### src/rtl/core_pkg.sv
// core_pkg: shared types for the instruction-fetch front end.
//   fetch_state_t : fetch FSM states (IDLE / WAIT / DROP)
//   fetch_entry_t : one fetch-queue entry, instruction word plus its PC
package core_pkg;

   localparam int unsigned XLEN = 32;

   typedef enum logic [1:0] {
      IDLE,  // no request outstanding
      WAIT,  // request outstanding, its response will be queued
      DROP   // request outstanding, its response will be discarded
   } fetch_state_t;

   typedef struct packed {
      logic [XLEN-1:0] pc;
      logic [31:0]     instr;
   } fetch_entry_t;

endpackage

### src/rtl/sync_fifo.sv
// sync_fifo: generic DEPTH x WIDTH in-order queue.
//   clk, n_rst : clock, synchronous active-low reset
//   push/wdata : write an entry at the tail
//   pop        : remove the head entry (ignored when empty)
//   flush      : drop all entries (overrides push/pop)
//   rdata      : head entry
//   count      : current occupancy, full/empty flags
// Push and pop in the same cycle are accepted at any occupancy, including full.
module sync_fifo #(
   parameter int unsigned DEPTH = 4,
   parameter int unsigned WIDTH = 32
) (
   input  logic                       clk,
   input  logic                       n_rst,
   input  logic                       push,
   input  logic [WIDTH-1:0]           wdata,
   input  logic                       pop,
   input  logic                       flush,
   output logic [WIDTH-1:0]           rdata,
   output logic [$clog2(DEPTH):0]     count,
   output logic                       full,
   output logic                       empty
);

   localparam int unsigned AW = $clog2(DEPTH);

   logic [WIDTH-1:0] mem [DEPTH];
   logic [AW-1:0]    wr_ptr;
   logic [AW-1:0]    rd_ptr;
   logic             do_push;
   logic             do_pop;

   assign empty   = (count == '0);
   assign full    = (count == (AW+1)'(DEPTH));
   assign do_pop  = pop & ~empty;
   assign do_push = push & (~full | do_pop);
   assign rdata   = mem[rd_ptr];

   always_ff @(posedge clk) begin
      if (!n_rst || flush) begin
         wr_ptr <= '0;
         rd_ptr <= '0;
         count  <= '0;
      end else begin
         if (do_push) wr_ptr <= wr_ptr + AW'(1);
         if (do_pop)  rd_ptr <= rd_ptr + AW'(1);
         count <= count + (AW+1)'(do_push) - (AW+1)'(do_pop);
      end
   end

   // Storage needs no reset: occupancy alone decides what is valid.
   always_ff @(posedge clk) begin
      if (do_push && !flush) mem[wr_ptr] <= wdata;
   end

endmodule

### src/rtl/fetch_unit.sv
// fetch_unit: instruction-fetch front end.
//   clk, n_rst        : clock, synchronous active-low reset
//   imem_req/addr     : word request to instruction memory (one outstanding max)
//   imem_rdata/rvalid : response from instruction memory
//   redirect_valid/pc : control-flow redirect from execute (flushes everything)
//   misalign_err      : one-cycle pulse after a redirect to a non-word address
//   instr_valid/instr/instr_pc, instr_ready : queue head towards decode
module fetch_unit
   import core_pkg::*;
#(
   parameter int unsigned     XLEN     = 32,
   parameter logic [XLEN-1:0] RESET_PC = '0,
   parameter int unsigned     DEPTH    = 4
) (
   input  logic            clk,
   input  logic            n_rst,
   output logic            imem_req,
   output logic [XLEN-1:0] imem_addr,
   input  logic [31:0]     imem_rdata,
   input  logic            imem_rvalid,
   input  logic            redirect_valid,
   input  logic [XLEN-1:0] redirect_pc,
   output logic            misalign_err,
   output logic            instr_valid,
   output logic [31:0]     instr,
   output logic [XLEN-1:0] instr_pc,
   input  logic            instr_ready
);

   localparam int unsigned CW = $clog2(DEPTH) + 1;

   fetch_state_t    state;
   fetch_state_t    state_nx;
   logic [XLEN-1:0] fetch_pc;
   logic [XLEN-1:0] req_pc;    // address of the outstanding request
   logic [CW-1:0]   count;
   logic            fifo_full;
   logic            fifo_empty;
   logic            deq;
   logic            resp;
   logic            push;
   logic            issue;
   logic [CW:0]     occ;       // occupancy after this cycle's push/pop
   fetch_entry_t    wr_entry;
   fetch_entry_t    rd_entry;

   assign instr_valid = ~fifo_empty;
   assign instr       = rd_entry.instr;
   assign instr_pc    = rd_entry.pc;
   assign deq         = instr_valid & instr_ready;
   assign resp        = imem_rvalid & (state == WAIT);
   assign occ         = {1'b0, count} + (CW+1)'(resp) - (CW+1)'(deq);

   // A full queue with a response in flight cannot arise (issue reserves the
   // slot), the gate only keeps the queue coherent if that ever changes.
   assign push = resp & ~redirect_valid & (~fifo_full | deq);

   assign wr_entry.pc    = req_pc;
   assign wr_entry.instr = imem_rdata;

   assign imem_addr = fetch_pc;
   assign imem_req  = issue;

   always_comb begin
      issue    = n_rst & ~redirect_valid
               & ((state == IDLE) | imem_rvalid)
               & (occ < (CW+1)'(DEPTH))
               & ((state != DROP) | imem_rvalid);
      state_nx = state;
      if (redirect_valid) begin
         // A request still in flight (from WAIT or an earlier DROP) must be
         // swallowed, otherwise it would be taken as the next response.
         if ((state != IDLE) && !imem_rvalid) state_nx = DROP;
         else                                 state_nx = IDLE;
      end else if (issue) begin
         state_nx = WAIT;
      end else if (imem_rvalid && (state != IDLE)) begin
         state_nx = IDLE;
      end
   end

   always_ff @(posedge clk) begin
      if (!n_rst) begin
         state        <= IDLE;
         fetch_pc     <= RESET_PC;
         req_pc       <= RESET_PC;
         misalign_err <= 1'b0;
      end else begin
         state        <= state_nx;
         misalign_err <= redirect_valid & (|redirect_pc[1:0]);
         if (redirect_valid) begin
            fetch_pc <= {redirect_pc[XLEN-1:2], 2'b00};
         end else if (issue) begin
            fetch_pc <= fetch_pc + XLEN'(4);
            req_pc   <= fetch_pc;
         end
      end
   end

   sync_fifo #(
      .DEPTH (DEPTH),
      .WIDTH ($bits(fetch_entry_t))
   ) u_queue (
      .clk   (clk),
      .n_rst (n_rst),
      .push  (push),
      .wdata (wr_entry),
      .pop   (deq),
      .flush (redirect_valid),
      .rdata (rd_entry),
      .count (count),
      .full  (fifo_full),
      .empty (fifo_empty)
   );

endmodule

### config.mk
export PLATFORM = sky130hd
export DESIGN_NAME = fetch_unit
export DESIGN_NICKNAME = d
export VERILOG_FILES = /design/src/rtl/core_pkg.sv /design/src/rtl/sync_fifo.sv /design/src/rtl/fetch_unit.sv
export SDC_FILE = /design/constraint.sdc
export NUM_CORES = 1
export LEC_CHECK = 0
export BUFFER_PORTS_ARGS = -buffer_cell sky130_fd_sc_hd__buf_2
export CAP_MARGIN = 20
export CELL_PAD_IN_SITES_DETAIL_PLACEMENT = 0
export CELL_PAD_IN_SITES_GLOBAL_PLACEMENT = 2
export CORE_UTILIZATION = 38
export DETAILED_ROUTE_END_ITERATION = 7
export GPL_ROUTABILITY_DRIVEN = 0
export GPL_TIMING_DRIVEN = 0
export PLACE_DENSITY = 0.78
export SLEW_MARGIN = 20
export SYNTH_ARGS = -nofsm -noshare
export SYNTH_HDL_FRONTEND = slang
export SYNTH_HIERARCHICAL = 1
export SYNTH_SLANG_ARGS = --single-unit
export TNS_END_PERCENT = 30
### constraint.sdc
create_clock -name clk -period 8.3 [get_ports clk]
set_input_delay 2.49 -clock clk [delete_from_list [all_inputs] [get_ports clk]]
set_output_delay 2.49 -clock clk [all_outputs]
set_load 0.01 [all_outputs]
---- Word-level counts from Yosys, hierarchy flattened ----
Memory sizes are Yosys's and may differ from the RTL's. A register that Yosys moved wholly into a read port is not among the register bits.
Cells that the tools add are included.
word-level totals
  input bits .............................. 69
  memories ................................ 1
  RAM bits ................................ 256
  register bits after elaboration ......... 74
  output and inout port bits .............. 99
operators by class
  order comparisons ....................... 1
  equal/unequal tests ..................... 3
  bitwise logic cells ..................... 19
  $add $sub $neg .......................... 7
  reduce and logical (&&, ||, !) cells .... 15
  mux-type cells .......................... 10
memories
  memory       words  width  read ports  clocked after memory_dff  wr ports  line             text
  u_queue.mem  4      64     1           1                         1         sync_fifo.sv:27  logic [WIDTH-1:0] mem [DEPTH];
operator list
  kind                                                                           number
  32-bit 2-to-1 mux                                                              2
  32-bit by 3-bit adder with 32-bit output (second input constant)               1
  2-bit 2-to-1 mux                                                               6
  1-bit AND                                                                      11
  2-bit by 1-bit adder with 2-bit output (second input constant)                 2
  3-bit by 1-bit adder with 4-bit output                                         1
  4-bit by 3-bit less-than comparator with 1-bit output (second input constant)  1
  1-bit NOT                                                                      4
  1-bit OR                                                                       4
  2-bit nonzero test                                                             2
  2-bit OR reduction                                                             2
  4-bit by 1-bit subtractor with 4-bit output                                    1
  3-bit by 1-bit adder with 3-bit output                                         1
  3-bit equality test (second input constant)                                    1
  1-bit logical AND                                                              3
  1-bit zero test                                                                3
  3-bit zero test                                                                1
  3-bit nonzero test                                                             1
  3-bit by 1-bit subtractor with 3-bit output                                    1
  2-bit by 1-bit equality test with 1-bit output (second input constant)         1
  2-bit zero test                                                                1
  1-bit 2-to-1 mux                                                               2
  2-bit != test (second input constant)                                          1
  2-bit AND reduction                                                            1
  1-bit logical OR                                                               1

---- Longest topological paths before layout ----
Gate-level depths: netlist (run 1).
  depth in word-level cells ............... 9
  depth in mapped cells ................... 14
  mapped depth without buffers ............ 12

---- Cells and area by module ----
The synthesis (run 1) kept the hierarchy.
modules (own cells, without submodules)
  module      sequential area each (um^2)  cells each  instances  area an instance (um^2)
  sync_fifo   7867.5                       386         1          9734.3
  fetch_unit  1261.2                       384         1          3041.7

---- Least setup slack after synthesis (run 1) ----
No wires, ideal clock.
  kind .................................... input -> register
  from .................................... in redirect_valid
  to ...................................... mem u_queue/mem[1][0] (netlist name) (enable)
  stages .................................. 6
  slack ................................... -279 ps
  setup time .............................. 578 ps
  arrival ................................. 8001 ps
  path through ............................ clkinv_1 > clkbuf_1 > o21ai_0 > nor2_1 > nand2_2 > nor3b_1
between the ends
  longest elaborated chain between the ends .. 7
  elaborated cells on any way between the ends .. 8
  those cells by class .................... 2 x mux; 4 x bitwise; 2 x reduce/logical
RTL lines
  what                                    line              text
  start: declaration                      fetch_unit.sv:21  input logic redirect_valid,
  1-bit NOT (no line)                     n/a
  1-bit AND (2 in series)                 fetch_unit.sv:56  assign push = resp & ~redirect_valid & (~fifo_full | deq);
  net push                                fetch_unit.sv:41  logic push;
  1-bit AND                               sync_fifo.sv:36   assign do_push = push & (~full | do_pop);
  1-bit logical AND                       sync_fifo.sv:53   if (do_push && !flush) mem[wr_ptr] <= wdata;
  1-bit 2-to-1 mux                        sync_fifo.sv:53
  1-bit 2-to-1 mux (not written as such)  sync_fifo.sv:53
  end: declaration                        sync_fifo.sv:27
The timed path passes the listed nets, and every way through them passes these cells.

---- Final worst setup path (run 1) ----
  from .................................... in instr_ready
  to ...................................... out imem_req
between the ends
  longest elaborated chain between the ends .. 5
RTL lines
  what                                                   line              text
  start: declaration                                     fetch_unit.sv:27  input logic instr_ready
  1-bit AND                                              fetch_unit.sv:50  assign deq = instr_valid & instr_ready;
  net deq                                                fetch_unit.sv:39  logic deq;
  4-bit by 1-bit subtractor with 4-bit output            fetch_unit.sv:52  assign occ = {1'b0, count} + (CW+1)'(resp) - (CW+1)'(deq);
  4-bit by 3-bit less-than comparator with 1-bit output  fetch_unit.sv:67  & (occ < (CW+1)'(DEPTH))
  1-bit AND                                              fetch_unit.sv:67
  1-bit AND                                              fetch_unit.sv:68  & ((state != DROP) | imem_rvalid);
  end: declaration                                       fetch_unit.sv:17  output logic imem_req,
The timed path passes the listed nets, and every way through them passes these cells.

==> results_dict.tcl, run 1 <==
set metrics [dict create \
    status "complete, no violations" \
    grt_start_max_net_pins 14 \
    final_area_um2 15700 \
    place_hpwl_mm 20.6 \
    path_clk_slew_ns 0.06 \
    post_drt_wl_per_cell_um 19.2 \
    synthTopCellsByArea "edfxtp_1 (60%), dfxtp_1 (11%), mux4_2 (11%)" \
    clockBufferDepth 3 \
    cp_slowest_stage_delay_ns 0.46 \
    multi_input_area_um2 3400 \
    placedInstanceArea_um2 14500 \
    maxClockFrequency_ghz 0.129 \
    drt_first_iter_violations 444 \
    synth_top_area_share_pct 60.2 \
    place_inst 1423 \
    drv_cap 0 \
    initial_core_util_pct 39.0 \
    ir_drop_mv 0.138 \
    ctsHoldBuffers 0 \
    fp.coreArea_um2 32800 \
    numCtsBuffers 37 \
    drc_errors 0 \
    yosys.area.top_type "edfxtp_1" \
    overflow 0 \
    synth-seq-cells 328 \
    post_synth.cell_area_avg_um2 16.6 \
    diodes 0 \
    path_class "primary input to output port" \
    clock-sinks 328 \
    hold_viol_final 0 \
    fp.dieArea_um2 34400 \
    nets 1099 \
    period_share_pct 93.6 \
    ys_async_sr_fraction_pct 0 \
    critPathSlowestCell "or4_1" \
    yosysSeqAreaShare_pct 71.5 \
    worstMarginPinSlew_ns 0.745 \
    grt_pass1_vias 7622 \
    setup_viol 0 \
    grt.total_usage_pct 17.0 \
    final_antenna_net_count 0 \
    post_cts_resized 0 \
    drive_gt1_share_pct 33.7 \
    vias 7536 \
    h-tree-depth 2 \
    area_growth_pct 23.1 \
    yosysWarnings 6 \
    cts_root_buffer "clkbuf_16" \
    pre_cts_ws_ns 0.547 \
    io_pins 168 \
    p_leak_nw 5.45 \
    clk_latency_ns 0.51 \
    rows 66 \
    grt_pass1_wl_mm 44.1 \
    die_w_um 185 \
    final-seq-area_um2 9130 \
    max_slew_margin_pct 50.3 \
    yosys_most_used_dff "edfxtp_1" \
    p_total_mw 3.50 \
    cp-end-kind "output port" \
    via_per_inst 5.06 \
    slew_violations 0 \
    final.setup_skew_ns 0.0123 \
    finalSetupTns_ns 0 \
    numPortBuffers 165 \
    setup_ws_ns 0.534 \
    power_density_nw_per_um2 223 \
    crit_chain "buf_2 > nor2b_1 > ha_1 > inv_1 > ha_1 > and3b_1 > or4_1 > buf_2 > a211o_1 > inv_1 > buf_2 > buf_2" \
    instances_no_fill 1490 \
    synth.distinct_cells 56 \
    totalWireLength_mm 28.6 \
    post_cts_buffers 0 \
    drtPass1Iterations 4 \
    hold_class "flop to flop" \
    synth_edf_count 256 \
    required_ns 5.81 \
    syn-cell-area_um2 12800 \
    start_kind "primary input" \
    cp.arrival_ns 5.28 \
    hold_slack_ns 0.497 \
    cts_tree "built" \
    antenna_found_initial 0 \
    rsz0062_at_grt "false" \
    min_period_ns 7.77 \
    syn_inst 770 \
    die-height_um 185 \
    worst-path-max-fanout 10 \
    num-fill-cells 2904 \
    cp_common_cell "buf_2" \
    post-route-util_pct 48.0 \
]
==> cell type report <==
cell class	instances	share of cell area (%)
Sequential cell	328	58.0
Inverter	16	0.382
Tap cell	442	3.52
Clock inverter	21	1.19
Timing Repair Buffer	202	7.28
Clock buffer	46	6.44
Multi-Input combinational cell	391	21.6
Buffer	44	1.54
==> path summary, 6_finish.rpt <==
| check | from | endpoint | slack (ns) | cells after the start |
|---|---|---|---|---|
| max | instr_ready | imem_req | 0.53 | 12 |
| min | req_pc[30] | req_pc[30] | 0.50 | 2 |
| max reg2reg | u_queue/count[1] | imem_addr[8] | 4.65 | 13 |
| min reg2reg | req_pc[30] | req_pc[30] | 0.50 | 2 |
==> registers in the layout, indices dropped and copies added (netlist names), named ones only <==
register	count
imem_addr	30
misalign_err	1
req_pc	30
state	2
u_queue/count	3
u_queue/mem	256
u_queue/rd_ptr	2
u_queue/wr_ptr	2
==> layer usage <==
layer  vias up  global-route usage, %  wire [um]
li1       3535                      -          -
met2       214                   27.8      13800
met4         0                   4.93        552
met5         -                      0          0
met1      3747                   23.2      12900
met3        40                   3.03       1440
==> cells in the mapped netlist (all sizes together) (2+ instances only) <==
library cell	instances
a2111oi	3
a211o	2
a211oi	8
a21oi	47
a311oi	3
a31oi	12
and2	6
and3	4
and4	5
buf	22
clkbuf	22
dfxtp	72
edfxtp	256
ha	9
inv	15
mux4	64
nand2	77
nand2b	4
nand3	11
nand4	10
nor2	12
nor2b	4
nor3	7
nor3b	6
nor4	2
o21ai	29
o311a	2
o311ai	2
o31a	2
o31ai	7
or3	3
or4	8
or4b	2
xnor2	15
xor2	2
==> cells by family after synthesis <==
kind of cell / Yosys count / synth area share, %
and+or+nand+nor: 165 / 6.55
buffers and inverters: 60 / 2.37
AOI/OAI and AO/OA: 125 / 6.11
other: 1 / 0.0294
xor gates and xnor gates: 17 / 1.17
DFF: 328 / 71.5
muxes: 64 / 11.3
adders and majority gates: 10 / 1.04
==> power by group <==
part	leakage (nW)	switching, mW	internal [mW]
registers	2.92	0.0279	1.78
clock network	0.573	0.623	0.960
logic	1.95	0.0663	0.0437
==> worst max-delay path, delay by kind of cell <==
kind | cells | cell delay [ns]
buf+inv | 6 | 0.90
simple gates | 3 | 1.02
compound gates | 1 | 0.39
fa+ha+maj | 2 | 0.47
==> cells in the final DEF, fill, tap and decap left out, types with 11 or more instances in the layout <==
cell type | netlist | layout
edfxtp_1 | 256 | 256
buf_2 | 11 | 176
nand2_1 | 76 | 76
dfxtp_1 | 72 | 72
mux4_2 | 64 | 64
a21oi_1 | 47 | 47
clkbuf_16 | 0 | 39
o21ai_0 | 29 | 29
buf_4 | 3 | 29
clkbuf_1 | 22 | 28
buf_6 | 7 | 18
xnor2_1 | 15 | 15
inv_1 | 14 | 14
nor2_1 | 12 | 12
a31oi_1 | 12 | 12
nand3_1 | 11 | 11
No activity file was read; power rests on OpenSTA's default activity.
==> run 2: changes to the inputs <==
Settings changed: CORE_UTILIZATION 38 to 42, PLACE_DENSITY 0.78 to 0.82, SYNTH_HIERARCHICAL 1 to unset.
Clock period 8.3 ns to 7.6 ns, I/O delays scaled along.
==> run 2 against run 1 <==
Register-to-register slack worse by 0.45 ns. Highest routed layer unchanged. Largest cell class unchanged. Via count down 3.8%. Hold slack better by 0.0050 ns. Design area fell by 4.9%. Sequential cell count is 8 lower. Count of clock-buffer cells in the layout grew 1. Routed wire length down 5.0%. Largest power group unchanged. Die area down 12%. Sequential share of layout area grew 1.4 points.
==> results_dict.tcl, run 2 <==
set metrics [dict create \
    worstMarginPinSlew_ns 0.797 \
    grt.total_usage_pct 18.3 \
    yosysSeqAreaShare_pct 71.4 \
    slew_violations 0 \
    vias 7252 \
    worst-r2r-cell-count 13 \
    area_growth_pct 20.1 \
    ctsHoldBuffers 0 \
    place_hpwl_mm 18.4 \
    synth-adder-area-share_pct 1.17 \
    worst-path-max-fanout 10 \
    post_cts_resized 0 \
    synth-xor-area-share_pct 0.422 \
    path_clk_slew_ns 0.06 \
    synth_top_area_share_pct 59.8 \
    final.setup_skew_ns 0.0149 \
    grt_pass1_wl_mm 42.2 \
    grt_pass1_vias 7361 \
    r2r-end "req_pc[24]" \
    antenna_found_initial 0 \
    synth.area.mux_share_pct 11.9 \
    holdPathStages 2 \
    required_ns 5.32 \
    crit_chain "buf_2 > and2_1 > ha_1 > inv_1 > ha_1 > nand4b_1 > o21bai_4 > mux2i_1 > inv_1 > clkbuf_1 > buf_2" \
    largest_register "u_queue.mem" \
    yosys.area.top_type "edfxtp_1" \
    numCtsBuffers 34 \
    r2r_setup_slack_ns 4.20 \
    synth_common_cells "edfxtp_1 (248), nand2_1 (96), dfxtp_1 (72)" \
    drv_cap 0 \
    drive_gt1_share_pct 31.1 \
    p_leak_nw 5.09 \
    path_class "primary input to output port" \
    clockBufferDepth 3 \
    cp.arrival_ns 4.82 \
    crit_buf_inv 5 \
    drt_first_iter_violations 493 \
    largest_register_ffs 248 \
    clk_latency_ns 0.50 \
    yosysMostFrequentCell "edfxtp_1" \
    max_slew_margin_pct 45.3 \
    final_antenna_net_count 0 \
    numPortBuffers 163 \
    cp_slowest_stage_delay_ns 0.71 \
    period_share_pct 93.4 \
    yosys.area_share.simple_pct 7.49 \
    ir_drop_mv 0.116 \
    hp-start "req_pc[11]" \
    totalWireLength_mm 27.2 \
    power_density_nw_per_um2 246 \
    drc_errors 0 \
    setup_viol 0 \
    status "complete, no violations" \
    maxClockFrequency_ghz 0.141 \
    finalSetupTns_ns 0 \
    h-tree-depth 2 \
    grt_start_max_net_pins 43 \
    post_drt_wl_per_cell_um 19.8 \
    r2r-start "u_queue.count[1]" \
    synth_top_family_by_area "multiplexers" \
    fp.dieArea_um2 30400 \
    synth-seq-cells 320 \
    die-height_um 174 \
    min_to "req_pc[11]" \
    rows 62 \
    min_period_ns 7.10 \
    nets 1045 \
    cp-end-kind "output port" \
    p_total_mw 3.67 \
    ys_async_sr_fraction_pct 0 \
    hold_viol_final 0 \
    start_kind "primary input" \
    via_per_inst 5.28 \
    rsz0062_at_grt "false" \
    post_cts_buffers 0 \
    cts_tree "built" \
    hold_slack_ns 0.502 \
    layout_common_cells "edfxtp_1 (248), buf_2 (175), nand2_1 (96), dfxtp_1 (72), mux4_2 (62)" \
    io_pins 168 \
    synthTopCellsByArea "edfxtp_1 (60%), dfxtp_1 (12%), mux4_2 (11%)" \
    hold_class "flop to flop" \
    drtPass1Iterations 5 \
    num-fill-cells 2446 \
    fp.coreArea_um2 28900 \
    critPathTopFamily "buffers and inverters" \
    final_common_cell "edfxtp_1" \
    critPathSlowestCell "mux2i_1" \
    diodes 0 \
    initial_core_util_pct 43.1 \
    syn_inst 759 \
    clock-sinks 320 \
    die_w_um 174 \
    synth_compound_area_share_pct 5.55 \
    syn-cell-area_um2 12500 \
    post_synth.cell_area_avg_um2 16.4 \
    synth.distinct_cells 57 \
    overflow 0 \
    yosys_most_used_dff "edfxtp_1" \
    yosysWarnings 0 \
    cts_root_buffer "clkbuf_16" \
    synth_edf_count 248 \
]
## run 2: metal layers
layer / vias up / routed length [um] / track usage (%) / part of all wire [%]
li1: 3400 / - / - / -
met1: 3593 / 12700 / 26.3 / 47
met2: 218 / 12600 / 28.8 / 46
met3: 41 / 1290 / 2.78 / 4.8
met4: 0 / 575 / 5.19 / 2.1
met5: - / 0 / 0 / 0
## run 2: logic make-up after synthesis
kind of cell | after synthesis
AO/OA/AOI/OAI | 103
XOR/XNOR | 6
adder cells (fa/ha/maj) | 11
buffers and inverters | 61
flip-flops | 320
multiplexers | 70
other | 1
AND/OR/NAND/NOR | 187
## run 2: worst register-to-register path, stage by stage, from the launching register on
cell and delay (ns):
dfxtp_1 0.33, or3_1 0.39, and2_1 0.17, ha_1 0.17, inv_1 0.05, ha_1 0.12, nand4b_1 0.14, o21bai_4 0.24
mux2i_1 0.71, inv_1 0.28, buf_2 0.28, buf_2 0.21, nand2_1 0.09, a21oi_1 0.06
## run 2: power by group
part | internal [mW] | switching (mW)
clock | 0.967 | 0.636
combinational | 0.0561 | 0.0904
sequential | 1.90 | 0.0275
## run 2: per-stage QoR
step,setup slack (ns),util [%],instance area [um2],cells
floorplan,1.42,-,12500,762
global placement,0.456,47.6,13800,1309
detailed placement,0.471,47.9,13900,1313
CTS,0.470,51.7,15000,1374
global route,0.271,51.7,15000,1374
finish,0.498,51.7,15000,1374
## run 2: area by class of cell
class	count	area [um2]	share of cell area (%)
tap	384	480	3.21
timing repair buffer	167	903	6.04
multi-input combinational	381	3330	22.3
clock buffer	47	973	6.51
inverter	17	63.8	0.426
buffer	44	196	1.31
sequential	320	8890	59.4
clock inverter	14	126	0.845
## run 2: worst max path at each step
stage	end	slack, ns	from	depth (start not counted)
6_report	imem_req	0.50	instr_ready	11
5_1_grt	imem_req	0.27	instr_ready	11
4_1_cts	imem_req	0.47	instr_ready	11
3_5_place_dp	imem_req	0.47	instr_ready	11
3_3_place_gp	imem_req	0.46	instr_ready	11
2_1_floorplan	imem_req	1.42	instr_ready	9
==> run 3: changes to the inputs <==
Settings changed: CORE_UTILIZATION 42 to 40, CTS_CLUSTER_SIZE set to 40, PLACE_DENSITY 0.82 to 0.79, SLEW_MARGIN 20 to 10.
==> run 3 against run 2 <==
Routed wire length rose by 2.3%. Sequential share of layout area up 0.074 points. Critical path type unchanged. Setup slack improved by 0.035 ns. Global-route usage is 0.51 points lower. Count of clock-buffer cells in the layout decreased by 5. Non-clock buffer count is the same. Sequential cell count unchanged. Clock skew increased by 0.011 ns. Utilization down 2.9 points. Highest routed layer unchanged. Sequential power hardly changed. Hold slack lost 0.0076 ns. Largest power group unchanged.
==> results_dict.tcl, run 3 (same netlist as run 2, synthesis figures left out) <==
set metrics [dict create \
    grt_pass1_vias 7376 \
    maxClockFrequency_ghz 0.141 \
    use_met1_pct 24.6 \
    setup_viol 0 \
    post_cts_buffers 0 \
    die_w_um 178 \
    fp.coreArea_um2 30600 \
    num-fill-cells 2681 \
    p_switching_uw 772 \
    p_total_mw 3.64 \
    finalSetupTns_ns 0 \
    critPathSlowestCell "mux2i_1" \
    drv_cap 0 \
    fp.dieArea_um2 31900 \
    grt.total_usage_pct 17.7 \
    holdPathStages 0 \
    critPathTopFamily "buffers and inverters" \
    final_common_cell "edfxtp_1" \
    overflow 0 \
    io_pins 168 \
    rsz0062_at_grt "false" \
    rows 64 \
    path_class "primary input to output port" \
    r2r-end "req_pc[27]" \
    grt-busiest-layer "met2" \
    post_cts_resized 0 \
    place_hpwl_mm 18.7 \
    drt_first_iter_violations 530 \
    max_slew_margin_pct 45.4 \
    largest_register "u_queue.mem" \
    p_clk_share_pct 43.1 \
    grt_pass1_wl_mm 42.2 \
    largest_register_ffs 248 \
    totalWireLength_mm 27.8 \
    hold_viol_final 0 \
    start_kind "primary input" \
    use_met3_pct 3.28 \
    diodes 0 \
    h-tree-depth 2 \
    worst-path-max-fanout 10 \
    hp-start "req_pc[28]" \
    ir_drop_mv 0.144 \
    power_density_nw_per_um2 244 \
    drive_gt1_share_pct 31.3 \
    min_to "u_queue.mem[3][60]" \
    clock-sinks 320 \
    worst-r2r-cell-count 13 \
    status "complete, no violations" \
    crit_buf_inv 5 \
    worstMarginPinSlew_ns 0.797 \
    numPortBuffers 163 \
    hold_class "flop to flop" \
    r2r_setup_slack_ns 4.20 \
    ctsHoldBuffers 0 \
    required_ns 5.32 \
    layout_common_cells "edfxtp_1 (248), buf_2 (175), nand2_1 (96), dfxtp_1 (72), mux4_2 (62)" \
    drtPass1Iterations 5 \
    crit_path_start "instr_ready" \
    antenna_found_initial 0 \
    area_growth_pct 20.0 \
    p_leak_nw 5.08 \
    place_inst 1325 \
    p_comb_share_pct 4.0 \
    via_per_inst 5.29 \
    r2r-start "u_queue.count[1]" \
    cp_slowest_stage_delay_ns 0.71 \
    cp.arrival_ns 4.79 \
    pre_cts_ws_ns 0.494 \
    p_sw_share_pct 21.2 \
    slew_violations 0 \
    instances_no_fill 1386 \
    use_met2_pct 28.3 \
    cts_root_buffer "clkbuf_16" \
    nets 1045 \
    grt_start_max_net_pins 49 \
    vias 7332 \
    die-height_um 178 \
    crit_chain "buf_2 > and2_1 > ha_1 > inv_1 > ha_1 > nand4b_1 > o21bai_4 > mux2i_1 > inv_1 > clkbuf_1 > buf_2" \
    seq_power_share_pct 52.9 \
    post-route-util_pct 48.9 \
    min_period_ns 7.07 \
    clk_latency_ns 0.51 \
    path_clk_slew_ns 0.06 \
    post_drt_wl_per_cell_um 20.1 \
    final_antenna_net_count 0 \
    p_int_mw 2.87 \
    final.setup_skew_ns 0.0264 \
    drc_errors 0 \
    cts_tree "built" \
    setup_ws_ns 0.533 \
    initial_core_util_pct 40.7 \
    clockBufferDepth 3 \
    numCtsBuffers 34 \
    period_share_pct 93.0 \
    cp-end-kind "output port" \
]
-- run 3: changes by cell type in the layout (fill, tap and decap cells not counted) --
cell / delta
inv_8: +1
clkinvlp_4: +1
buf_16: +1
clkbuf_16: -2
buf_12: -1
clkinv_2: +4
clkbuf_1: -2
clkbuf_8: -1
clkinv_4: -1
-- run 3: routing by layer --
layer / vias up / wire length, um
met1: 3636 / 12600
met2: 255 / 12900
met3: 44 / 1640
li1: 3397 / -
met4: 0 / 617
met5: - / 0
-- run 3: final cells by class --
cell class,count,area [um2],share of cell area (%)
timing repair buffer,167,911,6.10
sequential,320,8890,59.5
inverter,17,63.8,0.427
clock buffer,42,902,6.04
multi-input combinational,381,3330,22.3
tap,396,495,3.32
buffer,44,196,1.31
clock inverter,19,156,1.05
-- run 3: stage by stage --
| step | hold WS, ns | cell area (um2) |
|---|---|---|
| 6_report | 0.494 | 14900 |
| 5_1_grt | 0.503 | 14900 |
| 4_1_cts | 0.500 | 14900 |
| 3_5_place_dp | 0.493 | 13900 |
| 3_3_place_gp | 0.477 | 13800 |
| 2_1_floorplan | 0.460 | 12500 |
-- run 3: power by group through the flow --
stage / registers (mW) / clock network [mW] / logic [mW]
detailed placement: 1.96 / 0 / 0.148
global placement: 1.96 / 0 / 0.145
CTS: 1.92 / 1.61 / 0.148
finish: 1.93 / 1.57 / 0.147
floorplan: 1.96 / 0 / 0.0723
global route: 1.93 / 1.67 / 0.162
-- run 3: how the worst max path moves through the flow --
| stage | cells after the start | end | slack, ns |
|---|---|---|---|
| after floorplan | 9 | imem_req | 1.42 |
| after global placement | 11 | imem_req | 0.48 |
| after detailed placement | 11 | imem_req | 0.49 |
| after CTS | 11 | imem_req | 0.49 |
| after global routing | 11 | imem_req | 0.25 |
| final | 11 | imem_req | 0.53 |
